### config.mk
export PLATFORM = sky130hd
export DESIGN_NAME = seq_counter_prog
export DESIGN_NICKNAME = d
export VERILOG_FILES = /design/src/rtl/seq_cnt_pkg.sv /design/src/rtl/seq_cnt_table.sv /design/src/rtl/seq_counter_prog.sv
export SDC_FILE = /design/constraint.sdc
export NUM_CORES = 1
export LEC_CHECK = 0
export CORE_MARGIN = 2
export CORE_UTILIZATION = 62
export DETAILED_ROUTE_END_ITERATION = 10
export GPL_ROUTABILITY_DRIVEN = 0
export PLACE_DENSITY_LB_ADDON = 0.08
export SLEW_MARGIN = 20
export SYNTH_ARGS = -nofsm -noshare
export SYNTH_HDL_FRONTEND = slang
export SYNTH_SLANG_ARGS = --single-unit
### constraint.sdc
create_clock -name clk -period 7.4 [get_ports clk]
set_input_delay 1.11 -clock clk [delete_from_list [all_inputs] [get_ports clk]]
set_output_delay 1.11 -clock clk [all_outputs]
set_load 0.05 [all_outputs]
### src/rtl/seq_cnt_pkg.sv
// rtl/seq_cnt_pkg.sv - shared state encoding, index width helper and step sizes for the sequence counter
package seq_cnt_pkg;

   typedef enum logic {
      ST_IDLE = 1'b0,
      ST_RUN  = 1'b1
   } state_e;

   localparam int STEP_ONE = 1;
   localparam int STEP_TWO = 2;

   function automatic int idx_w(input int depth);
      return (depth > 1) ? $clog2(depth) : 1;
   endfunction

endpackage

### src/rtl/seq_cnt_table.sv
// rtl/seq_cnt_table.sv - programmable sequence table, identity-loaded on reset, one write and one read port
module seq_cnt_table
   import seq_cnt_pkg::*;
#(
   parameter int WIDTH = 8,
   parameter int DEPTH = 8
) (
   input  logic                       clk,
   input  logic                       rstn,
   input  logic                       wr_en,
   input  logic [$clog2(DEPTH)-1:0]   wr_addr,
   input  logic [WIDTH-1:0]           wr_data,
   input  logic [$clog2(DEPTH)-1:0]   rd_addr,
   output logic [WIDTH-1:0]           rd_data
);

   logic [WIDTH-1:0] mem_q [DEPTH];
   logic [WIDTH-1:0] mem_d [DEPTH];

   always_comb begin
      mem_d = mem_q;
      if (wr_en) begin
         mem_d[wr_addr] = wr_data;
      end
   end

   always_ff @(posedge clk or negedge rstn) begin
      if (!rstn) begin
         for (int i = 0; i < DEPTH; i++) begin
            mem_q[i] <= WIDTH'(i);
         end
      end else begin
         mem_q <= mem_d;
      end
   end

   assign rd_data = mem_q[rd_addr];

endmodule

### src/rtl/seq_counter_prog.sv
// rtl/seq_counter_prog.sv - programmable sequence counter with skip, wrap and mark flag
// Optional hold-on-pause behaviour is built only when SEQ_CNT_PAUSE_EN is defined.
module seq_counter_prog
   import seq_cnt_pkg::*;
#(
   parameter int WIDTH    = 8,
   parameter int DEPTH    = 8,
   parameter int MARK_SET = 3,
   parameter int MARK_CLR = 5
) (
   input  logic                       clk,
   input  logic                       rstn,
   input  logic                       start,
   input  logic                       stop,
   input  logic                       skip,
   input  logic                       pause,
   input  logic [$clog2(DEPTH):0]     seq_len,
   input  logic                       wr_en,
   input  logic [$clog2(DEPTH)-1:0]   wr_addr,
   input  logic [WIDTH-1:0]           wr_data,
   output logic [WIDTH-1:0]           count_out,
   output logic [$clog2(DEPTH)-1:0]   idx_out,
   output logic                       busy,
   output logic                       wrap,
   output logic                       skip_flag,
   output logic                       wr_err
);

   localparam int IW = idx_w(DEPTH);
   localparam int LW = IW + 1;

   state_e           state_q, state_d;
   logic [WIDTH-1:0] count_q, count_d;
   logic [IW-1:0]    idx_q, idx_d;
   logic [LW-1:0]    len_q, len_d;
   logic             busy_q, busy_d;
   logic             wrap_q, wrap_d;
   logic             flag_q, flag_d;
   logic             werr_q, werr_d;

   logic             tbl_wr_en;
   logic [IW-1:0]    rd_addr;
   logic [WIDTH-1:0] rd_data;
   logic [LW-1:0]    len_clamped;
   logic [IW+1:0]    sum;
   logic [IW+1:0]    len_ext;
   logic [IW-1:0]    next_idx;

`ifndef SEQ_CNT_PAUSE_EN
   logic             pause_unused;
   assign pause_unused = pause;
`endif

   seq_cnt_table #(
      .WIDTH (WIDTH),
      .DEPTH (DEPTH)
   ) u_table (
      .clk     (clk),
      .rstn    (rstn),
      .wr_en   (tbl_wr_en),
      .wr_addr (wr_addr),
      .wr_data (wr_data),
      .rd_addr (rd_addr),
      .rd_data (rd_data)
   );

   // idx < len and step <= 2 <= len, so one conditional subtract implements the modulo
   always_comb begin
      len_clamped = (seq_len > LW'(DEPTH)) ? LW'(DEPTH) : seq_len;
      sum         = {2'b00, idx_q} + (skip ? (IW+2)'(STEP_TWO) : (IW+2)'(STEP_ONE));
      len_ext     = {1'b0, len_q};
      next_idx    = IW'((sum >= len_ext) ? (sum - len_ext) : sum);
   end

   always_comb begin
      state_d   = state_q;
      count_d   = count_q;
      idx_d     = idx_q;
      len_d     = len_q;
      busy_d    = busy_q;
      wrap_d    = 1'b0;
      flag_d    = flag_q;
      werr_d    = 1'b0;
      tbl_wr_en = 1'b0;
      rd_addr   = '0;

      case (state_q)
         ST_IDLE: begin
            tbl_wr_en = wr_en;
            if (start && (seq_len >= LW'(2))) begin
               state_d = ST_RUN;
               len_d   = len_clamped;
               idx_d   = '0;
               busy_d  = 1'b1;
               // a same-cycle write to entry 0 must be seen by the first value
               count_d = (wr_en && (wr_addr == '0)) ? wr_data : rd_data;
            end
         end
         ST_RUN: begin
            werr_d  = wr_en;
            rd_addr = next_idx;
            if (stop) begin
               state_d = ST_IDLE;
               count_d = '0;
               idx_d   = '0;
               busy_d  = 1'b0;
               flag_d  = 1'b0;
            end
`ifdef SEQ_CNT_PAUSE_EN
            else if (pause) begin
               wrap_d = 1'b0;
            end
`endif
            else begin
               idx_d   = next_idx;
               count_d = rd_data;
               wrap_d  = (sum >= len_ext);
               if (skip && (idx_q == IW'(MARK_SET))) begin
                  flag_d = 1'b1;
               end else if (skip && (idx_q == IW'(MARK_CLR))) begin
                  flag_d = 1'b0;
               end
            end
         end
         default: begin
            state_d = ST_IDLE;
         end
      endcase
   end

   always_ff @(posedge clk or negedge rstn) begin
      if (!rstn) begin
         state_q <= ST_IDLE;
         count_q <= '0;
         idx_q   <= '0;
         len_q   <= '0;
         busy_q  <= 1'b0;
         wrap_q  <= 1'b0;
         flag_q  <= 1'b0;
         werr_q  <= 1'b0;
      end else begin
         state_q <= state_d;
         count_q <= count_d;
         idx_q   <= idx_d;
         len_q   <= len_d;
         busy_q  <= busy_d;
         wrap_q  <= wrap_d;
         flag_q  <= flag_d;
         werr_q  <= werr_d;
      end
   end

   assign count_out = count_q;
   assign idx_out   = idx_q;
   assign busy      = busy_q;
   assign wrap      = wrap_q;
   assign skip_flag = flag_q;
   assign wr_err    = werr_q;

endmodule

==> results of run 1 <==
area by class of cell:
type                    instances  area (sq um)
fillers                       498          1890
inverters                       8          30.0
flip-flops and latches         84          2120
clock inverters                 6          72.6
repair buffers                 37           367
well taps                      80           100
multi-input cells             232          2040
clock buffers                  10           138
power breakdown:
group	internal (mW)	total, mW	leakage (nW)	switching (mW)
logic	0.367	0.802	0.956	0.435
registers	0.610	0.693	1.02	0.0831
clock network	0.168	0.342	0.103	0.174
total	1.14	1.84	2.07	0.693
registers in the layout, summed over array words and instances, names as in the netlist:
signal,flops
busy,1
count_out,8
idx_out,3
len_q,4
skip_flag,1
state_q,1
u_table.mem_q,64
wr_err,1
wrap,1
Yosys cell counts (3+ instances only):
cell      instances
clkbuf_1          6
a32oi_1           5
o21ai_0          12
ha_1              6
o211ai_1          5
dfrtp_1          72
nor2_1           19
nor3b_1          11
mux4_2            4
mux2_2           63
buf_2             4
nand2b_1          5
nand2_1          20
nor3_2            3
a22oi_1           3
a22o_1            6
dfstp_2          12
buf_6             3
inv_1             8
a32o_1            5
mux2i_1          22
nand3_1           3
a21oi_1           5
buf_1             8
cells in the final DEF (no fill, tap or decap), drive strengths merged, types with 2 or more instances in the layout:
| cell type | synthesis | final |
|---|---|---|
| nand2 | 20 | 20 |
| a32o | 5 | 5 |
| a22o | 6 | 6 |
| o211ai | 5 | 5 |
| mux2 | 65 | 65 |
| nand3 | 3 | 3 |
| buf | 16 | 3 |
| mux4 | 4 | 4 |
| a32oi | 5 | 5 |
| mux2i | 22 | 22 |
| xor2 | 2 | 2 |
| fa | 2 | 2 |
| nor3b | 11 | 11 |
| nor3 | 3 | 3 |
| clkinv | 0 | 3 |
| o21ai | 12 | 12 |
| nor2 | 21 | 21 |
| dfrtp | 72 | 72 |
| o2111ai | 2 | 2 |
| nand3b | 2 | 2 |
| ha | 6 | 6 |
| clkbuf | 6 | 10 |
| o22ai | 2 | 2 |
| and3 | 2 | 2 |
| dfstp | 12 | 12 |
| inv | 8 | 9 |
| clkdlybuf4s50 | 0 | 34 |
| nand2b | 6 | 6 |
| o21a | 2 | 2 |
| a22oi | 3 | 3 |
| a21oi | 5 | 5 |
| a211o | 2 | 2 |
routing by layer:
metal  global-route usage  part of all wire
met1                0.374              0.43
met2                0.442              0.50
met3               0.0464             0.043
met4                0.113             0.020
met5                    0                 0
per-stage QoR:
stage               worst slack [ns]  power, mW
floorplan                       3.42       1.31
CTS                             2.23       1.85
detailed placement              1.86       1.51
global route                    2.07       1.95
finish                          2.25       1.84
global placement                1.94       1.48
cell families (layout without fill, tap and decap cells):
group                      Yosys count  after routing  synth area share
muxes                               91             91             0.242
DFF                                 84             84             0.492
adders and majority gates            8              8            0.0267
and+or+nand+nor                     74             74            0.0951
buffers and inverters               30             61            0.0334
AOI/OAI and AO/OA                   57             57             0.107
xor gates and xnor gates             2              2           0.00407
how the worst max path moves through the flow:
stage	slack [ns]	end
after floorplan	3.42	count_out[5]$_DFFE_PN0P_
after global placement	1.94	count_out[5]$_DFFE_PN0P_
after detailed placement	1.86	count_out[5]$_DFFE_PN0P_
after CTS	2.23	count_out[5]$_DFFE_PN0P_
after global routing	2.07	count_out[5]$_DFFE_PN0P_
final	2.25	count_out[5]$_DFFE_PN0P_
critical path, delay by kind of cell:
family / cells / cell delay (ns)
adder cells (fa/ha/maj): 3 / 1.21
AND/OR/NAND/NOR: 2 / 0.87
AO/OA/AOI/OAI: 3 / 0.84
buffers and inverters: 3 / 0.74
multiplexers: 1 / 0.60
==> flow_metrics.py, run 1 <==
metrics = {
    "min_path": {
        "min_to": "u_table.mem_q[34]$_DFFE_PN0P_",
        "hold_path_stages": 1,
        "path_category_of_the_worst_min_delay_check": "reg -> reg",
        "worstHoldStart": "u_table.mem_q[34]$_DFFE_PN0P_",
    },
    "layout": {
        "antennaDiodeCount": 0,
        "stdcell_area_sq_um": 4870,
        "final-instance-count-excl-fill": 457,
        "final_core_utilization": 0.720,
        "drive_above_1_share": 0.289,
        "flow.area_growth_from_synthesis_pct": 13.1,
        "nNetsFinal": 402,
    },
    "floorplanning": {
        "fp.dieH_microns": 87.3,
        "core_sq_um": 6760,
        "floorplan.initialDensity": 0.637,
        "floorplan.die.width_microns": 87.3,
        "top_level_ports": 37,
        "dieArea_sq_um": 7620,
        "core.rowCount": 30,
    },
    "timing": {
        "rsz0062_at_grt": "no",
        "maxSlewViolCount": 0,
        "worst_slew_pin_slew_ns": 1.07,
        "final.setup.tns_ns": 0,
        "relative_slew_slack": 0.288,
        "fmaxAchievable_ghz": 0.194,
        "worst_hold_slack_ns": 0.498,
        "period_minus_slack_ns": 5.15,
        "clock_tree_skew_after_final_layout_ns": 0.00921,
        "setup_viol": 0,
        "post-route-period-util": 0.696,
        "final-hold-violation-count": 0,
    },
    "synth": {
        "synth.cell_area_sq_um": 4300,
        "synth_area_per_cell_sq_um": 12.4,
        "synth_top_area_frac": 0.419,
        "synth_top_cell_by_area": "dfrtp_1",
        "synthFlopType": "dfrtp_1",
        "synth_nets": 376,
        "yosys.cell_types.count": 51,
        "synth-async-reset-ratio": 1.00,
        "edff_count_synth": 0,
        "post_synth_inst_count": 346,
        "part_of_the_yosys_area_used_for_sequential_elements": 0.492,
        "synth-warning-count": 0,
        "post_synth_main_area_contributors": "dfrtp_1, mux2_2, dfstp_2",
        "ys_seq_elements": 84,
    },
    "detailed_routing": {
        "route.detailed.drc": 0,
        "drtAntennaViolNets": 0,
        "drt_iter0_markers": 184,
        "avgRoutedWirePerCell_microns": 21.1,
        "detailroute.via_count": 2940,
        "avgViaCountPerCell": 6.43,
        "detail_route.wirelength_microns": 9630,
        "dr.pass1.iters": 4,
    },
    "clock_network": {
        "tritoncts_clock_tree": "done",
        "hold_buffers": 0,
        "post_cts.repair.setup_buffers": 0,
        "cts-root-to-sink-buffers": 2,
        "cell_chosen_for_the_clock_root": "clkbuf_8",
        "cts_htree_levels": 3,
        "clock_sink_count": 84,
        "tritoncts.num_buffers": 9,
        "clkSlewWorstSetupHoldPaths_ns": 0.09,
        "postCtsResizedCells": 0,
        "worstSkewPairLatency_ns": 0.36,
    },
    "status": {
        "result_of_the_run": "completed",
    },
    "grt": {
        "grt_pass1_wl_microns": 15700,
        "grt_util_all_layers": 0.276,
        "grt-ovfl-total": 0,
        "grt_pass1_vias": 2984,
        "antenna_found_initial": 0,
        "grt_max_degree": 85,
    },
    "critical_path": {
        "worstSetupStartpointType": "input port",
        "setup.worst_path.end_class": "flop",
        "critPathArrivalTime_ns": 5.40,
        "crit-reg2reg-capture": "count_out[5]$_DFFE_PN0P_",
        "cp.required_ns": 7.65,
        "cp_slowest_cell": "nor2_4",
        "critical_path_cell_by_cell": "clkdlybuf4s50_1, inv_1, ha_1, fa_1, inv_1, fa_1, a21boi_2, o2111a_1, nor2_4, mux4_2, and3_1, a211o_1",
        "cp_slowest_stage_delay_ns": 0.69,
        "worst_reg_to_reg_path_cell_count": 10,
        "regToRegSetupSlack_ns": 3.22,
        "path_class": "in -> reg",
        "worst_setup_path_startpoint": "skip",
        "worst-path-max-fanout": 22,
        "r2r-start": "idx_out[0]$_DFFE_PN0P_",
    },
    "flow_run": {
        "timing.max_cap.violations": 0,
    },
    "power_and_ir_drop": {
        "vdd_drop_max_mv": 0.204,
        "power_per_cell_area_nw_per_um2": 378,
        "leakage_nw": 2.07,
    },
    "placement": {
        "hpwl_microns": 6310,
        "placement.cell_area_sq_um": 4650,
        "port_buffers": 35,
        "numPlacedInstances": 441,
    },
}
Power figures use the tool's default switching activity.
==> run 2: changes to the inputs <==
--- a/config.mk
+++ b/config.mk
@@ -6,7 +6,7 @@
 export NUM_CORES = 1
 export LEC_CHECK = 0
 export CORE_MARGIN = 2
-export CORE_UTILIZATION = 62
+export CORE_UTILIZATION = 58
 export DETAILED_ROUTE_END_ITERATION = 10
 export GPL_ROUTABILITY_DRIVEN = 0
 export PLACE_DENSITY_LB_ADDON = 0.08
==> constraint.sdc (replaced) <==
create_clock -name clk -period 4.97 [get_ports clk]
set_input_delay 0.7455 -clock clk [delete_from_list [all_inputs] [get_ports clk]]
set_output_delay 0.7455 -clock clk [all_outputs]
set_load 0.05 [all_outputs]
==> flow_metrics.py, run 2 (same netlist as run 1, synthesis figures left out) <==
metrics = {
    "grt": {
        "antenna_found_initial": 0,
        "grt_pass1_wl_microns": 16000,
        "grt_max_degree": 85,
        "grt_pass1_vias": 2934,
        "grt-ovfl-total": 0,
        "grt_util_all_layers": 0.254,
    },
    "clock_network": {
        "cts_htree_levels": 3,
        "postCtsResizedCells": 0,
        "tritoncts.num_buffers": 9,
        "clock_sink_count": 84,
        "clkSlewWorstSetupHoldPaths_ns": 0.08,
        "hold_buffers": 0,
        "post_cts.repair.setup_buffers": 0,
        "tritoncts_clock_tree": "done",
        "cell_chosen_for_the_clock_root": "clkbuf_8",
        "cts-root-to-sink-buffers": 2,
        "worstSkewPairLatency_ns": 0.36,
    },
    "power_and_ir_drop": {
        "leakage_nw": 2.10,
        "p_sw_mw": 1.01,
        "seq_power_share": 0.377,
        "clock_power_share": 0.177,
        "switching_share": 0.369,
        "power_report.internal_total_mw": 1.73,
        "combinationalPowerShare": 0.447,
        "vdd_drop_max_mv": 0.326,
        "power_per_cell_area_nw_per_um2": 557,
        "totalPowerFinal_mw": 2.74,
    },
    "critical_path": {
        "crit-reg2reg-capture": "count_out[1]$_DFFE_PN0P_",
        "cp.required_ns": 5.21,
        "regToRegSetupSlack_ns": 1.43,
        "critPathArrivalTime_ns": 4.40,
        "path_class": "in -> reg",
        "setup.worst_path.end_class": "flop",
        "r2r-start": "idx_out[0]$_DFFE_PN0P_",
        "worst_reg_to_reg_path_cell_count": 10,
        "worstSetupStartpointType": "input port",
        "worst-path-max-fanout": 7,
    },
    "layout": {
        "antennaDiodeCount": 0,
        "drive_above_1_share": 0.296,
        "largest_register_ff_count": 64,
        "register_with_the_highest_flop_count": "u_table.mem_q",
        "layout_common_cells": "dfrtp_1, mux2_2, clkdlybuf4s50_1, mux2i_1, nand2_1",
        "final-instance-count-excl-fill": 481,
        "flow.area_growth_from_synthesis_pct": 14.4,
        "final_common_cell": "dfrtp_1",
        "stdcell_area_sq_um": 4920,
        "layout.filler_cells": 560,
        "final_core_utilization": 0.683,
        "nNetsFinal": 407,
    },
    "timing": {
        "fmaxAchievable_ghz": 0.240,
        "maxSlewViolCount": 0,
        "relative_slew_slack": 0.311,
        "worst_hold_slack_ns": 0.424,
        "final.setup.tns_ns": 0,
        "final-hold-violation-count": 0,
        "setup_viol": 0,
        "final_critical_path_setup_slack_ns": 0.811,
        "rsz0062_at_grt": "no",
        "post-route-period-util": 0.837,
        "clock_tree_skew_after_final_layout_ns": 0.00831,
        "worst_slew_pin_slew_ns": 1.03,
        "period_minus_slack_ns": 4.16,
    },
    "detailed_routing": {
        "wl_met1_microns": 4430,
        "met3_length_microns": 427,
        "detail_route.wirelength_microns": 9600,
        "route.detailed.drc": 0,
        "top_routing_layer_in_use": "met4",
        "dr.pass1.iters": 4,
        "drt_iter0_markers": 139,
        "avgRoutedWirePerCell_microns": 20.0,
        "drtAntennaViolNets": 0,
        "avgViaCountPerCell": 6.11,
        "met2RoutedLength_microns": 4510,
        "detailroute.via_count": 2941,
    },
    "floorplanning": {
        "fp.dieH_microns": 90.1,
        "floorplan.die.width_microns": 90.1,
        "core_sq_um": 7210,
        "floorplan.initialDensity": 0.597,
        "core.rowCount": 31,
        "dieArea_sq_um": 8130,
        "top_level_ports": 37,
    },
    "placement": {
        "hpwl_microns": 6340,
        "dp_worst_setup_slack_ns": 0.453,
        "placement.cell_area_sq_um": 4730,
        "port_buffers": 35,
        "numPlacedInstances": 465,
    },
    "flow_run": {
        "timing.max_cap.violations": 0,
    },
    "min_path": {
        "path_category_of_the_worst_min_delay_check": "in -> async",
    },
    "status": {
        "result_of_the_run": "completed",
    },
}
[run 2: cell types whose count changed in the layout (fill, tap and decap cells not counted)]
| cell | previous run | this run |
|---|---|---|
| buf_4 | 2 | 6 |
| clkinv_2 | 0 | 3 |
| clkinv_4 | 3 | 0 |
| buf_12 | 0 | 1 |
| clkbuf_1 | 0 | 1 |
| inv_6 | 1 | 0 |
[run 2: power by group through the flow]
| stage | registers, mW | logic, mW | clock network (mW) |
|---|---|---|---|
| 4_1_cts | 1.03 | 1.23 | 0.497 |
| 5_1_grt | 1.06 | 1.32 | 0.525 |
| 3_3_place_gp | 1.03 | 1.21 | 0 |
| 2_1_floorplan | 1.14 | 0.816 | 0 |
| 3_5_place_dp | 1.04 | 1.23 | 0 |
| 6_report | 1.03 | 1.22 | 0.484 |
[run 2: area by class of cell]
cell class / count / area [sq um] / area share
clock inverters: 5 / 52.6 / 0.0107
inverters: 8 / 30.0 / 0.00610
flip-flops and latches: 84 / 2120 / 0.430
repair buffers: 42 / 417 / 0.0846
well taps: 99 / 124 / 0.0252
multi-input cells: 232 / 2040 / 0.415
clock buffers: 11 / 141 / 0.0287
[run 2: worst max path at each step]
stage / from / endpoint / slack, ns
final: skip / count_out[1]$_DFFE_PN0P_ / 0.81
after floorplan: skip / count_out[5]$_DFFE_PN0P_ / 1.36
after global placement: skip / count_out[5]$_DFFE_PN0P_ / 0.50
after detailed placement: skip / count_out[1]$_DFFE_PN0P_ / 0.45
after CTS: skip / count_out[1]$_DFFE_PN0P_ / 0.82
after global routing: skip / count_out[1]$_DFFE_PN0P_ / 0.68
[run 2: layer usage]
| layer | up-vias | track usage |
|---|---|---|
| li1 | 1333 | - |
| met1 | 1510 | 0.359 |
| met2 | 81 | 0.398 |
| met3 | 17 | 0.0386 |
| met4 | 0 | 0.103 |
| met5 | - | 0 |
[run 2: worst max-delay path: stages]
cell and delay (ns):
clkdlybuf4s50_1 0.59, inv_1 0.07, ha_1 0.22, fa_1 0.54, inv_1 0.07, fa_1 0.44, a21boi_2 0.20, o2111a_1 0.29
nor2_4 0.28, mux4_2 0.53, and3_1 0.17, a211o_1 0.23
==> run 3: changes to the inputs <==
==> constraint.sdc (replaced) <==
create_clock -name clk -period 4.3 [get_ports clk]
set_input_delay 0.645 -clock clk [delete_from_list [all_inputs] [get_ports clk]]
set_output_delay 0.645 -clock clk [all_outputs]
set_load 0.05 [all_outputs]
==> flow_metrics.py, run 3 (same netlist as run 1, synthesis figures left out) <==
metrics = {
    "critical_path": {
        "worst-path-max-fanout": 8,
        "regToRegSetupSlack_ns": 0.74,
        "worst_setup_path_startpoint": "skip",
        "critPathArrivalTime_ns": 4.14,
        "setup.worst_path.end_class": "flop",
        "cp.required_ns": 4.51,
        "r2r-start": "idx_out[0]$_DFFE_PN0P_",
        "path_class": "in -> reg",
        "cp_slowest_cell": "fa_1",
        "cp_slowest_stage_delay_ns": 0.55,
        "worst_reg_to_reg_path_cell_count": 11,
        "worstSetupStartpointType": "input port",
        "path_delay_family": "adder cells",
        "crit-reg2reg-capture": "count_out[7]$_DFFE_PN0P_",
        "crit_buf_inv": 4,
        "critical_path_cell_by_cell": "clkdlybuf4s50_1, inv_1, ha_1, fa_1, inv_1, fa_1, a21boi_2, o2111a_1, nor2_4, buf_4, mux4_2, mux2i_1, o22ai_1",
    },
    "layout": {
        "drive_above_1_share": 0.298,
        "final_core_utilization": 0.690,
        "antennaDiodeCount": 0,
        "largest_register_ff_count": 64,
        "stdcell_area_sq_um": 4980,
        "flow.area_growth_from_synthesis_pct": 15.7,
        "layout_common_cells": "dfrtp_1, mux2_2, clkdlybuf4s50_1, mux2i_1, nand2_1",
        "nNetsFinal": 408,
        "final_common_cell": "dfrtp_1",
        "register_with_the_highest_flop_count": "u_table.mem_q",
    },
    "clock_network": {
        "clock_sink_count": 84,
        "clkSlewWorstSetupHoldPaths_ns": 0.09,
        "worstSkewPairLatency_ns": 0.35,
        "tritoncts.num_buffers": 9,
        "hold_buffers": 0,
        "cts_htree_levels": 3,
        "cell_chosen_for_the_clock_root": "clkbuf_8",
        "postCtsResizedCells": 0,
        "cts-root-to-sink-buffers": 2,
        "post_cts.repair.setup_buffers": 0,
        "tritoncts_clock_tree": "done",
    },
    "detailed_routing": {
        "drtAntennaViolNets": 0,
        "avgRoutedWirePerCell_microns": 19.8,
        "detail_route.wirelength_microns": 9550,
        "dr.pass1.iters": 4,
        "detailroute.via_count": 2906,
        "drt_iter0_markers": 158,
        "route.detailed.drc": 0,
        "avgViaCountPerCell": 6.03,
    },
    "timing": {
        "setup_viol": 0,
        "period_minus_slack_ns": 3.93,
        "final_critical_path_setup_slack_ns": 0.366,
        "final.setup.tns_ns": 0,
        "maxSlewViolCount": 0,
        "worst_slew_pin_slew_ns": 1.02,
        "rsz0062_at_grt": "no",
        "fmaxAchievable_ghz": 0.254,
        "relative_slew_slack": 0.315,
        "post-route-period-util": 0.915,
        "final-hold-violation-count": 0,
        "clock_tree_skew_after_final_layout_ns": 0.0102,
    },
    "floorplanning": {
        "floorplan.die.width_microns": 90.1,
        "core.rowCount": 31,
        "dieArea_sq_um": 8130,
        "fp.dieH_microns": 90.1,
        "core_sq_um": 7210,
        "floorplan.initialDensity": 0.597,
        "top_level_ports": 37,
    },
    "grt": {
        "antenna_found_initial": 0,
        "grt_pass1_vias": 2921,
        "grt_pass1_wl_microns": 16000,
        "grt_max_degree": 85,
        "grt_util_all_layers": 0.252,
        "grt-ovfl-total": 0,
    },
    "placement": {
        "placement.cell_area_sq_um": 4730,
        "dp_worst_setup_slack_ns": 0.0342,
        "hpwl_microns": 6290,
        "port_buffers": 35,
    },
    "min_path": {
        "path_category_of_the_worst_min_delay_check": "in -> async",
    },
    "flow_run": {
        "timing.max_cap.violations": 0,
    },
    "power_and_ir_drop": {
        "power_per_cell_area_nw_per_um2": 661,
        "vdd_drop_max_mv": 0.389,
        "leakage_nw": 2.11,
    },
    "status": {
        "result_of_the_run": "completed",
    },
}
[run 3: worst max-delay path by stage]
stage / slack [ns] / cells past startpoint / to
after CTS: 0.36 / 13 / count_out[7]$_DFFE_PN0P_
after global placement: 0.09 / 13 / count_out[7]$_DFFE_PN0P_
after detailed placement: 0.03 / 13 / count_out[7]$_DFFE_PN0P_
after floorplan: 0.79 / 10 / count_out[5]$_DFFE_PN0P_
final: 0.37 / 13 / count_out[7]$_DFFE_PN0P_
after global routing: 0.14 / 13 / count_out[7]$_DFFE_PN0P_
[run 3: through the flow]
stage                     hold slack (ns)  std cells  total power, mW
after floorplan                     0.349        346             2.26
after global placement              0.467        466             2.59
after detailed placement            0.478        466             2.63
after CTS                           0.496        482             3.30
after global routing                0.400        482             3.49
final                               0.309        482             3.29
[run 3: worst reg2reg max path, cell delays in order, from the launching register on]
cell and delay (ns):
dfrtp_1 0.43, ha_1 0.23, fa_1 0.55, inv_1 0.08
fa_1 0.45, a21boi_2 0.20, o2111a_1 0.29, nor2_4 0.23
buf_4 0.22, mux4_2 0.50, mux2i_1 0.15, o22ai_1 0.09
[run 3: layer usage]
metal | track usage | wire [microns]
met3 | 0.0427 | 489
met2 | 0.387 | 4300
met5 | 0 | 0
met1 | 0.363 | 4540
met4 | 0.0949 | 210
[run 3: power by group]
group | leakage [nW] | total, mW | switching [mW] | internal (mW)
logic | 0.988 | 1.42 | 0.753 | 0.671
clock network | 0.109 | 0.673 | 0.287 | 0.386
registers | 1.02 | 1.19 | 0.142 | 1.05
[run 3: final cells by class]
class                   instances  area [sq um]
well taps                      99           124
clock buffers                  10           128
multi-input cells             232          2040
inverters                       8          30.0
flip-flops and latches         84          2120
clock inverters                 6           113
repair buffers                 43           424
fillers                       546          2240
